## src/rtl/div_unit_pkg.sv

```systemverilog
// Shared definitions for the execute-stage divider: FSM encoding, latency
// and the ALU-control codes the decoder maps onto start/signed_div.
package div_unit_pkg;

  localparam int DIV_WIDTH   = 32;
  localparam int DIV_LATENCY = DIV_WIDTH + 1;

  typedef enum logic [1:0] {
    IDLE = 2'd0,
    BUSY = 2'd1,
    FIX  = 2'd2,
    DONE = 2'd3
  } div_state_e;

  localparam logic [3:0] ALU_DIV  = 4'b1010;
  localparam logic [3:0] ALU_DIVU = 4'b1011;

endpackage

```

## src/rtl/div_unit_step.sv

```systemverilog
// One restoring-division iteration: shift in the next dividend bit,
// trial-subtract the divisor, keep or restore, emit one quotient bit.
module div_step #(
  parameter int WIDTH = 32
) (
  input  logic [WIDTH-1:0] rem_i,
  input  logic [WIDTH-1:0] quo_i,
  input  logic [WIDTH-1:0] dvsr_i,
  output logic [WIDTH-1:0] rem_o,
  output logic [WIDTH-1:0] quo_o
);

  logic [WIDTH:0]   shifted;
  logic [WIDTH+1:0] diff;
  logic             borrow;

  always_comb begin
    shifted = {rem_i, quo_i[WIDTH-1]};
    // Extra top bit carries the borrow of the WIDTH+1-bit subtraction.
    diff    = {1'b0, shifted} - {2'b00, dvsr_i};
    borrow  = diff[WIDTH+1];
    rem_o   = borrow ? shifted[WIDTH-1:0] : diff[WIDTH-1:0];
    quo_o   = {quo_i[WIDTH-2:0], ~borrow};
  end

endmodule

```

## src/rtl/div_unit.sv

```systemverilog
// Iterative radix-2 restoring divider for DIV/DIVU; LO = quotient, HI = remainder.
// busy stalls the pipeline while a division is in flight.
module div_unit
  import div_unit_pkg::*;
#(
  parameter int WIDTH = DIV_WIDTH,
  parameter int CNT_W = 6
) (
  input  logic             clk,
  input  logic             rst,
  input  logic             start,
  input  logic             signed_div,
  input  logic [WIDTH-1:0] a,
  input  logic [WIDTH-1:0] b,
  input  logic             cancel,
  output logic             busy,
  output logic             valid,
  output logic [WIDTH-1:0] quotient,
  output logic [WIDTH-1:0] remainder
);

  div_state_e       state_q, state_d;
  logic [CNT_W-1:0] cnt_q, cnt_d;
  logic [WIDTH-1:0] rem_q, rem_d;
  logic [WIDTH-1:0] quo_q, quo_d;
  logic [WIDTH-1:0] dvsr_q, dvsr_d;
  logic [WIDTH-1:0] quotient_q, quotient_d;
  logic [WIDTH-1:0] remainder_q, remainder_d;
  logic             qneg_q, qneg_d;
  logic             rneg_q, rneg_d;
  logic             valid_q, valid_d;

  logic [WIDTH-1:0] step_rem, step_quo;
  logic             b_zero, neg_a, neg_b;

  function automatic logic [WIDTH-1:0] negate(input logic [WIDTH-1:0] x);
    return ~x + WIDTH'(1);
  endfunction

  div_step #(.WIDTH(WIDTH)) u_step (
    .rem_i  (rem_q),
    .quo_i  (quo_q),
    .dvsr_i (dvsr_q),
    .rem_o  (step_rem),
    .quo_o  (step_quo)
  );

  // Divide-by-zero runs on raw operands with sign flags clear, so the
  // iteration naturally yields all-ones / original dividend.
  assign b_zero = (b == '0);
  assign neg_a  = signed_div & a[WIDTH-1] & ~b_zero;
  assign neg_b  = signed_div & b[WIDTH-1] & ~b_zero;

  always_comb begin
    state_d     = state_q;
    cnt_d       = cnt_q;
    rem_d       = rem_q;
    quo_d       = quo_q;
    dvsr_d      = dvsr_q;
    qneg_d      = qneg_q;
    rneg_d      = rneg_q;
    quotient_d  = quotient_q;
    remainder_d = remainder_q;
    valid_d     = 1'b0;
    case (state_q)
      IDLE: begin
        if (start && !cancel) begin
          state_d = BUSY;
          cnt_d   = '0;
          rem_d   = '0;
          quo_d   = neg_a ? negate(a) : a;
          dvsr_d  = neg_b ? negate(b) : b;
          qneg_d  = neg_a ^ neg_b;
          rneg_d  = neg_a;
        end
      end
      BUSY: begin
        if (cancel) begin
          state_d = IDLE;
        end else begin
          rem_d = step_rem;
          quo_d = step_quo;
          cnt_d = cnt_q + CNT_W'(1);
          if (cnt_q == CNT_W'(WIDTH-1)) state_d = FIX;
        end
      end
      FIX: begin
        if (cancel) begin
          state_d = IDLE;
        end else begin
          quotient_d  = qneg_q ? negate(quo_q) : quo_q;
          remainder_d = rneg_q ? negate(rem_q) : rem_q;
          valid_d     = 1'b1;
          state_d     = DONE;
        end
      end
      DONE: state_d = IDLE;
      default: state_d = IDLE;
    endcase
  end

  always_ff @(posedge clk) begin
    if (!rst) begin
      state_q     <= IDLE;
      cnt_q       <= '0;
      rem_q       <= '0;
      quo_q       <= '0;
      dvsr_q      <= '0;
      qneg_q      <= 1'b0;
      rneg_q      <= 1'b0;
      quotient_q  <= '0;
      remainder_q <= '0;
      valid_q     <= 1'b0;
    end else begin
      state_q     <= state_d;
      cnt_q       <= cnt_d;
      rem_q       <= rem_d;
      quo_q       <= quo_d;
      dvsr_q      <= dvsr_d;
      qneg_q      <= qneg_d;
      rneg_q      <= rneg_d;
      quotient_q  <= quotient_d;
      remainder_q <= remainder_d;
      valid_q     <= valid_d;
    end
  end

  assign busy = ~cancel & (((state_q == IDLE) & start) | (state_q == BUSY) | (state_q == FIX));
  assign valid     = valid_q;
  assign quotient  = quotient_q;
  assign remainder = remainder_q;

endmodule

```

## config.mk

```make
export PLATFORM = sky130hd
export DESIGN_NAME = div_unit
export DESIGN_NICKNAME = d
export VERILOG_FILES = /design/src/rtl/div_unit_pkg.sv /design/src/rtl/div_unit_step.sv /design/src/rtl/div_unit.sv
export SDC_FILE = /design/constraint.sdc
export NUM_CORES = 1
export LEC_CHECK = 0
export ABC_AREA = 1
export CORE_UTILIZATION = 58
export CTS_CLUSTER_DIAMETER = 60
export DETAILED_ROUTE_END_ITERATION = 12
export GPL_TIMING_DRIVEN = 0
export PLACE_DENSITY = 0.81
export SYNTH_ARGS = -nofsm -noshare
export SYNTH_HDL_FRONTEND = slang
export SYNTH_SLANG_ARGS = --single-unit
```

## constraint.sdc

```tcl
create_clock -name clk -period 2.4 [get_ports clk]
set_clock_uncertainty 0.05 [all_clocks]
set_input_delay 0.24 -clock clk [delete_from_list [all_inputs] [get_ports clk]]
set_output_delay 0.24 -clock clk [all_outputs]
set_load 0.01 [all_outputs]
```

==> results of run 1 <==
[path summary, 6_finish.rpt]
| path | start | endpoint |
|---|---|---|
| worst min register to register | quo_q[12]$_SDFFE_PN0P_ | quo_q[12]$_SDFFE_PN0P_ |
| worst max-delay path | quo_q[31]$_SDFFE_PN0P_ | rem_q[28]$_SDFFE_PN0P_ |
| worst max register to register | quo_q[31]$_SDFFE_PN0P_ | rem_q[28]$_SDFFE_PN0P_ |
| worst min-delay path | b[0] | dvsr_q[0]$_SDFFE_PN0P_ |
[report_power, final]
group | leakage [nW] | switching, mW | internal, mW
logic | 5.63 | 1.42 | 0.731
registers | 1.40 | 0.103 | 2.93
clock network | 0.297 | 1.41 | 1.42
[logic make-up after synthesis]
| group | Yosys count |
|---|---|
| AO/OA/AOI/OAI | 380 |
| XOR/XNOR | 79 |
| adder cells (fa/ha/maj) | 38 |
| buffers and inverters | 402 |
| flip-flops | 171 |
| AND/OR/NAND/NOR | 1071 |
[cell usage in the layout, fill, tap and decap left out, types with 17 or more instances in the layout]
cell type,n
xor2_1,61
nand2_1,578
nand4_1,28
a21oi_1,182
clkbuf_16,17
dfxtp_1,151
clkdlybuf4s50_1,131
ha_1,21
clkbuf_1,44
xnor2_1,18
nor2_1,181
inv_1,305
o21ai_0,121
nand3_1,190
nor3_1,26
[state kept, by name (all words and copies together) (netlist names)]
register / flops
cnt_q: 6
dvsr_q: 32
qneg_q: 1
quo_q: 32
quotient: 32
rem_q: 32
remainder: 32
rneg_q: 1
state_q: 2
valid: 1
[routing by layer]
layer  up-vias  GRT usage, %  part of all wire (%)
met4         0          13.1                   2.7
met2       768          60.6                    43
li1       7206             -                     -
met3        92          11.5                    12
met1      6685          53.2                    43
met5         -             0                     0
[tightest hold or removal path, stage by stage]
cell and delay, ns:
clkdlybuf4s50_1 0.42, inv_1 0.10, a21oi_1 0.06
[through the flow]
stage	power (mW)	instance area, µm²	cells	setup TNS, ns
2_1_floorplan	4.39	12800	2141	0
3_3_place_gp	5.03	14500	2554	-8.56
3_5_place_dp	5.06	14500	2554	-14.30
4_1_cts	7.86	15200	2590	0
5_1_grt	8.33	15500	2594	-0.177
6_report	8.02	15500	2594	-0.0219
[area by class of cell]
type	instances	area share, %
timing repair buffer	142	9.00
inverter	321	7.79
clock buffer	17	2.74
sequential	171	22.3
buffer	80	2.64
clock inverter	15	1.20
multi-input combinational	1568	52.1
tap	280	2.26
[what timing repair did]
action / 4_1_cts / 5_1_grt
pin swaps: 3 / 5
setup buffers: 4 / 5
gates resized for setup: 17 / 83
endpoints found under the setup margin: 21 / 39
==> qor.yml, run 1 <==
cts_buffer_depth: 2
syn_to_final_growth_pct: 20.9
multi_input_area_um2: 8090
cp.depth: 16
r2r_setup_slack_ns: -0.02
worstSetupStartpointType: "register"
synth_area_um2: 12800
cp_max_fo: 4
cp_cell_sequence: "inv_4 > ha_1 > inv_2 > fa_2 > nand3_2 > nand3_2 > nand2_2 > nand2_2 > nand2_1 > nand2_1 > nand2_2 > nand2_1 > nand2_1 > nand3_1 > nand2_1 > a21oi_2"
clk_pin_slew_ns: 0.08
vdd_drop_max_mv: 0.469
drt_wl_total_um: 45700
tightest_slew_ns: 0.836
worstHoldPathType: "input port to register"
hold_ws_ns: 0.381
setup_viol: 1
synthSimpleGateAreaFrac_pct: 35.4
port_buffers: 133
synth_warnings: 0
holdPathStages: 3
status: "finished with violations"
path_delay_family: "simple AND/OR/NAND/NOR gates"
crit_required_ns: 2.65
hold_viol: 0
gp_congestion: 1.02
rsz0062_at_grt: "yes"
yosys-top-cells-count: "587 x nand2_1, 317 x inv_1, 193 x nand3_1"
reg2reg_depth: 16
relSlewSlack_pct: 44.2
finalNetCount: 2408
synthTopCellsByArea: "dfxtp_1 27%, nand2_1 17%, inv_1 9.3%"
die_w_um: 151
synth_fp_nets: 2248
synth-edff-count: 0
cts_tree: "built"
core_region_area_um2: 21800
die_area_um2: 22700
power.leakage_nw: 7.32
grt-ovfl-total: 0
grt_pass1_vias: 13100
yosysMostFrequentCell: "nand2_1"
numClockSinks: 171
arrival_ns: 2.68
synth_top_family_by_area: "simple AND/OR/NAND/NOR gates"
rows: 54
drt_iter0_drc: 1398
dpl.hpwl_um: 36200
finalCritPeriodShare_pct: 101
wl_per_cell_um: 17.6
synth_compound_area_share_pct: 16.3
cts-root-buf: "clkbuf_16"
htreeDepth: 4
yosysSeqAreaShare_pct: 26.7
synth_top_flop_cell: "dfxtp_1"
antennaDiodeCount: 0
grt_max_degree: 21
critPathSlowestCell: "fa_2"
fill_cells: 1986
ys_seq_elements: 171
antenna_found_initial: 0
die_h_um: 151
layout_min_cycle_time_ns: 2.42
max_stage_delay_ns: 0.43
drv_cap: 0
path_buf_inv: 2
fmax_ghz: 0.413
synth_xor_area_share_pct: 5.39
synthAdderAreaFrac_pct: 3.76
insertion_delay_ns: 0.44
violations: "negative setup slack"
synth_top_area_cell: "dfxtp_1"
viasPerCell: 5.69
start_util_pct: 59.0
syn_inst: 2141
drive_gt1_share_pct: 7.78
powerDensity_nw_per_um2: 517
pin_count: 135
antenna_left: 0
regArea_um2: 3460
ys_async_sr_fraction_pct: 0
cts_made_buffers: 17
drc_errors: 0
pre_cts_ws_ns: -0.607
path_class: "register to register"
slew_viol_final: 0
num_vias: 14800
ys_types: 47
synthMuxAreaShare_pct: 0
avgSynthCellArea_um2: 6.00
fin_util_pct: 71.3
cp-end-kind: "register"
grt_usage_pct: 39.6
synth_top_area_share_pct: 26.7
layout_setup_ws_ns: -0.0219
path_common_cell: "nand2_1"
grt_first_pass_wirelength_um: 68800
firstDrtPassIters: 6
hold_buffers: 0
No activity file was read; power rests on OpenSTA's default activity.
==> inputs of run 2 (changes only) <==
TNS_END_PERCENT = 20   (was not set)
==> qor.yml, run 2 (synthesis gave the netlist of run 1 again) <==
grt_first_pass_wirelength_um: 68800  # unchanged
seq_power_share_pct: 37.9  # about the same
finalCritPeriodShare_pct: 101  # about the same
power.leakage_nw: 7.31  # was 7.32 nW
final_common_cell: "nand2_1"  # unchanged
htreeDepth: 4  # unchanged
worstSetupStartpointType: "register"  # unchanged
drv_cap: 0  # unchanged
syn_to_final_growth_pct: 20.8  # was 20.9%
crit_start: "state_q[1]$_SDFFE_PN0P_"  # was quo_q[31]$_SDFFE_PN0P_
die_h_um: 151  # unchanged
setup-tns-final_ns: -0.0209  # was -0.0219 ns
antenna_found_initial: 0  # unchanged
clk_pin_slew_ns: 0.08  # about the same
hold_ws_ns: 0.386  # was 0.381 ns
worstHoldPathType: "input port to register"  # unchanged
finalPower_mw: 8.01  # was 8.02 mW
drc_errors: 0  # unchanged
antenna_left: 0  # unchanged
rr_endpoint: "quotient[24]$_SDFFE_PN0P_"  # was rem_q[28]$_SDFFE_PN0P_
layout_common_cells: "578 x nand2_1, 306 x inv_1, 188 x nand3_1, 183 x nor2_1, 182 x a21oi_1"  # was 578 x nand2_1, 305 x inv_1, 190 x nand3_1, 182 x a21oi_1, 181 x nor2_1
violations: "negative setup slack"  # unchanged
grt-ovfl-total: 0  # unchanged
max_stage_delay_ns: 0.41  # was 0.43 ns
path_delay_family: "buffers and inverters"  # was simple AND/OR/NAND/NOR gates
pin_count: 135  # unchanged
gp_congestion: 1.02  # unchanged
cts_buffer_depth: 2  # unchanged
reg2reg_depth: 11  # was 16
r2r_setup_slack_ns: 0.01  # was -0.02 ns
pwr-share-comb_pct: 26.7  # was 26.8%
stdcell_area_um2: 15500  # about the same
cts-root-buf: "clkbuf_16"  # unchanged
start_util_pct: 59.0  # unchanged
cp_max_fo: 10  # was 4
setup_viol: 1  # unchanged
intPower_mw: 5.08  # was 5.09 mW
slew_viol_final: 0  # unchanged
r2r-start: "quo_q[0]$_SDFFE_PN0P_"  # was quo_q[31]$_SDFFE_PN0P_
finalNetCount: 2407  # was 2408
dpl_cell_area_um2: 14500  # unchanged
layout_setup_ws_ns: -0.0209  # was -0.0219 ns
cp.depth: 6  # was 16
wl_per_cell_um: 17.6  # about the same
cts_tree: "built"  # unchanged
pre_cts_ws_ns: -0.607  # unchanged
p_clk_share_pct: 35.4  # was 35.3%
core_region_area_um2: 21800  # unchanged
cp-end-kind: "output port"  # was register
path_class: "register to output port"  # was register to register
swShare_pct: 36.6  # was 36.5%
cts_made_buffers: 17  # unchanged
drt_iter0_drc: 1385  # was 1398
rsz0062_at_grt: "yes"  # unchanged
port_buffers: 133  # unchanged
cp_cell_sequence: "inv_1 > nor3_4 > inv_2 > buf_2 > nand2_1 > dlygate4sd2_1"  # was inv_4 > ha_1 > inv_2 > fa_2 > nand3_2 > nand3_2 > nand2_2 > nand2_2 > nand2_1 > nand2_1 > nand2_2 > nand2_1 > nand2_1 > nand3_1 > nand2_1 > a21oi_2
fmax_ghz: 0.413  # about the same
powerDensity_nw_per_um2: 516  # was 517 nW/µm²
firstDrtPassIters: 7  # was 6
critPathSlowestCell: "dfxtp_1"  # was fa_2
tightest_slew_ns: 0.834  # was 0.836 ns
grt_pass1_vias: 13100  # unchanged
viasPerCell: 5.70  # was 5.69
insertion_delay_ns: 0.44  # about the same
grt_max_degree: 21  # unchanged
arrival_ns: 2.13  # was 2.68 ns
path_buf_inv: 4  # was 2
rows: 54  # unchanged
drt_wl_total_um: 45700  # about the same
numClockSinks: 171  # unchanged
status: "finished with violations"  # unchanged
vdd_drop_max_mv: 0.477  # was 0.469 mV
crit_required_ns: 2.11  # was 2.65 ns
drive_gt1_share_pct: 7.65  # was 7.78%
dpl.hpwl_um: 36200  # unchanged
die_area_um2: 22700  # unchanged
hold_viol: 0  # unchanged
num_vias: 14800  # about the same
grt_usage_pct: 39.6  # unchanged
relSlewSlack_pct: 44.4  # was 44.2%
switchingPower_mw: 2.93  # about the same
antennaDiodeCount: 0  # unchanged
layout_min_cycle_time_ns: 2.42  # about the same
critPathCapture: "busy"  # was rem_q[28]$_SDFFE_PN0P_
die_w_um: 151  # unchanged
run 2: final cells by class:
type	instances	area (µm²)
sequential	171	3460
inverter	321	1210
tap	280	350
timing repair buffer	140	1380
clock buffer	17	425
multi-input combinational	1568	8090
clock inverter	15	186
buffer	81	415
fill	1990	6240
run 2: repair_timing:
item                                    in CTS  in global routing
pin swaps                                    3                  4
resized for setup                           17                 80
cloned                                       0                  0
buffers inserted                             4                  3
hold buffers                                 0                  0
endpoints found under the setup margin      21                 39
run 2: worst min-delay path by stage:
stage,start,to,cells past startpoint
6_report,b[0],dvsr_q[0]$_SDFFE_PN0P_,3
5_1_grt,b[0],dvsr_q[0]$_SDFFE_PN0P_,3
4_1_cts,b[0],dvsr_q[0]$_SDFFE_PN0P_,3
3_5_place_dp,quo_q[12]$_SDFFE_PN0P_,quo_q[12]$_SDFFE_PN0P_,2
3_3_place_gp,cnt_q[1]$_SDFFE_PN0P_,cnt_q[1]$_SDFFE_PN0P_,2
2_1_floorplan,b[15],dvsr_q[15]$_SDFFE_PN0P_,2
run 2: worst min-delay path: cells and delay by family:
family / cells / cell delay (ns)
buf+inv: 2 / 0.53
compound gates: 1 / 0.06
run 2: per-layer routing:
metal	vias to the layer above	part of all wire [%]	track usage, %
li1	7194	-	-
met1	6738	42	53.2
met2	745	43	60.6
met3	101	12	11.5
met4	0	2.9	13.1
met5	-	0	0
run 2: power groups by stage:
stage                     Sequential, mW  Clock, mW  Combinational [mW]
after CTS                           3.03       2.82                2.01
after detailed placement            3.09          0                1.97
after global routing                3.05       2.94                2.33
after floorplan                     3.07          0                1.32
final                               3.04       2.83                2.14
after global placement              3.09          0                1.94
run 2: per-stage QoR:
| stage | util (%) | instances |
|---|---|---|
| 2_1_floorplan | - | 2141 |
| 3_5_place_dp | 66.8 | 2554 |
| 6_report | 71.3 | 2593 |
| 4_1_cts | 69.9 | 2590 |
| 3_3_place_gp | 66.8 | 2554 |
| 5_1_grt | 71.3 | 2593 |
==> inputs of run 3 (changes only) <==
--- a/config.mk
+++ b/config.mk
@@ -13,2 +13,3 @@
 export PLACE_DENSITY = 0.81
+export RECOVER_POWER = 50
 export SYNTH_ARGS = -nofsm -noshare
--- a/constraint.sdc
+++ b/constraint.sdc
@@ -4,2 +4,2 @@
 set_output_delay 0.24 -clock clk [all_outputs]
-set_load 0.01 [all_outputs]
+set_load 0.005 [all_outputs]
==> qor.yml, run 3 (synthesis gave the netlist of run 1 again) <==
port_buffers: 133  # unchanged
fill_cells: 1987  # was 1990
crit_required_ns: 2.11  # about the same
hold_buffers: 0  # unchanged
worstSetupStartpointType: "register"  # unchanged
grt_first_pass_wirelength_um: 68800  # unchanged
finalCritPeriodShare_pct: 100  # was 101%
path_delay_family: "buffers and inverters"  # unchanged
drc_errors: 0  # unchanged
dpl.hpwl_um: 36200  # unchanged
setup_viol: 1  # unchanged
grt_usage_pct: 39.6  # about the same
cp-end-kind: "output port"  # unchanged
stdcell_area_um2: 15500  # about the same
drt_iter0_drc: 1377  # was 1385
tightest_slew_ns: 0.837  # was 0.834 ns
cts_tree: "built"  # unchanged
worstHoldPathType: "input port to register"  # unchanged
regArea_um2: 3460  # about the same
multi_input_area_um2: 8100  # was 8090 µm²
p_clk_share_pct: 35.4  # about the same
fmax_ghz: 0.417  # was 0.413 GHz
powerDensity_nw_per_um2: 516  # about the same
cp.depth: 5  # was 6
layout_setup_ws_ns: -0.0000644  # was -0.0209 ns
core_region_area_um2: 21800  # unchanged
holdPathStages: 3  # unchanged
slew_viol_final: 0  # unchanged
cp_max_fo: 16  # was 10
dp.cells: 2554  # unchanged
drive_gt1_share_pct: 7.66  # was 7.65%
wl_per_cell_um: 17.6  # about the same
num_vias: 14800  # about the same
clk_pin_slew_ns: 0.08  # about the same
status: "finished with violations"  # unchanged
antennaDiodeCount: 0  # unchanged
rsz0062_at_grt: "yes"  # unchanged
firstDrtPassIters: 9  # was 7
die_w_um: 151  # unchanged
grt_max_degree: 21  # unchanged
arrival_ns: 2.11  # was 2.13 ns
die_h_um: 151  # unchanged
intPower_mw: 5.08  # about the same
max_stage_delay_ns: 0.51  # was 0.41 ns
gp_congestion: 1.02  # unchanged
path_class: "register to output port"  # unchanged
final_common_cell: "nand2_1"  # unchanged
swShare_pct: 36.6  # about the same
antenna_left: 0  # unchanged
hold_viol: 0  # unchanged
drt_wl_total_um: 45700  # about the same
layout_common_cells: "578 x nand2_1, 306 x inv_1, 188 x nand3_1, 184 x nor2_1, 182 x a21oi_1"  # was 578 x nand2_1, 306 x inv_1, 188 x nand3_1, 183 x nor2_1, 182 x a21oi_1
path_buf_inv: 3  # was 4
layout_min_cycle_time_ns: 2.40  # was 2.42 ns
setup-tns-final_ns: -0.0000644  # was -0.0209 ns
viasPerCell: 5.72  # was 5.70
reg2reg_depth: 11  # unchanged
seq_power_share_pct: 37.9  # about the same
die_area_um2: 22700  # unchanged
cts_buffer_depth: 2  # unchanged
cts_made_buffers: 17  # unchanged
switchingPower_mw: 2.93  # about the same
grt-ovfl-total: 0  # unchanged
vdd_drop_max_mv: 0.470  # was 0.477 mV
power.leakage_nw: 7.51  # was 7.31 nW
htreeDepth: 4  # unchanged
pwr-share-comb_pct: 26.7  # about the same
finalNetCount: 2405  # was 2407
finalPower_mw: 8.01  # about the same
syn_to_final_growth_pct: 20.8  # about the same
insertion_delay_ns: 0.44  # about the same
instances_no_fill: 2591  # was 2593
cp_cell_sequence: "inv_1 > nor3_4 > inv_4 > nand2_1 > clkdlybuf4s50_1"  # was inv_1 > nor3_4 > inv_2 > buf_2 > nand2_1 > dlygate4sd2_1
critPathSlowestCell: "clkdlybuf4s50_1"  # was dfxtp_1
cts-root-buf: "clkbuf_16"  # unchanged
relSlewSlack_pct: 44.2  # was 44.4%
dpl_cell_area_um2: 14500  # unchanged
pin_count: 135  # unchanged
grt_pass1_vias: 13100  # about the same
drv_cap: 0  # unchanged
antenna_found_initial: 0  # unchanged
start_util_pct: 59.0  # unchanged
rows: 54  # unchanged
numClockSinks: 171  # unchanged
violations: "negative setup slack"  # unchanged
## run 3: worst paths after layout
check                                   end  slack (ns)                     from
setup / recovery                       busy    -0.00006  state_q[1]$_SDFFE_PN0P_
hold reg to reg      quo_q[12]$_SDFFE_PN0P_        0.44   quo_q[12]$_SDFFE_PN0P_
hold / removal       dvsr_q[0]$_SDFFE_PN0P_        0.38                     b[0]
setup reg to reg  quotient[24]$_SDFFE_PN0P_        0.01    quo_q[0]$_SDFFE_PN0P_
## run 3: metal layers
metal  part of all wire (%)  global-route usage, %
met5                      0                      0
met4                    3.0                   13.2
met3                     12                   11.1
met2                     43                   60.5
met1                     42                   53.3
## run 3: power by group through the flow
| stage | sequential (mW) | clock, mW | combinational (mW) |
|---|---|---|---|
| floorplan | 3.06 | 0 | 1.32 |
| global placement | 3.09 | 0 | 1.94 |
| detailed placement | 3.09 | 0 | 1.97 |
| CTS | 3.03 | 2.82 | 2.00 |
| global route | 3.05 | 2.94 | 2.33 |
| finish | 3.04 | 2.83 | 2.14 |
## run 3: stage by stage
stage,hold WS [ns],utilization (%),setup slack (ns)
floorplan,0.328,-,0.366
global placement,0.419,66.8,-0.509
detailed placement,0.422,66.8,-0.571
CTS,0.386,69.9,0.00201
global route,0.399,71.3,-0.0626
finish,0.380,71.3,-0.0000644
## run 3: final cells by class
class | instances | area share, %
clock buffers | 17 | 2.74
well taps | 280 | 2.26
inverters | 321 | 7.81
flip-flops and latches | 171 | 22.3
repair buffers | 140 | 8.91
clock inverters | 15 | 1.20
multi-input cells | 1568 | 52.2
plain buffers | 79 | 2.64
## run 3: worst min-delay path: stages
cell             delay [ns]
clkdlybuf4s50_1        0.42
inv_1                  0.10
a21oi_1                0.06
## run 3: timing repair
item / CTS / global route
buffers inserted: 4 / 3
gates cloned: 0 / 0
pin swaps: 3 / 5
endpoints found under the setup margin: 21 / 39
resized for setup: 19 / 81
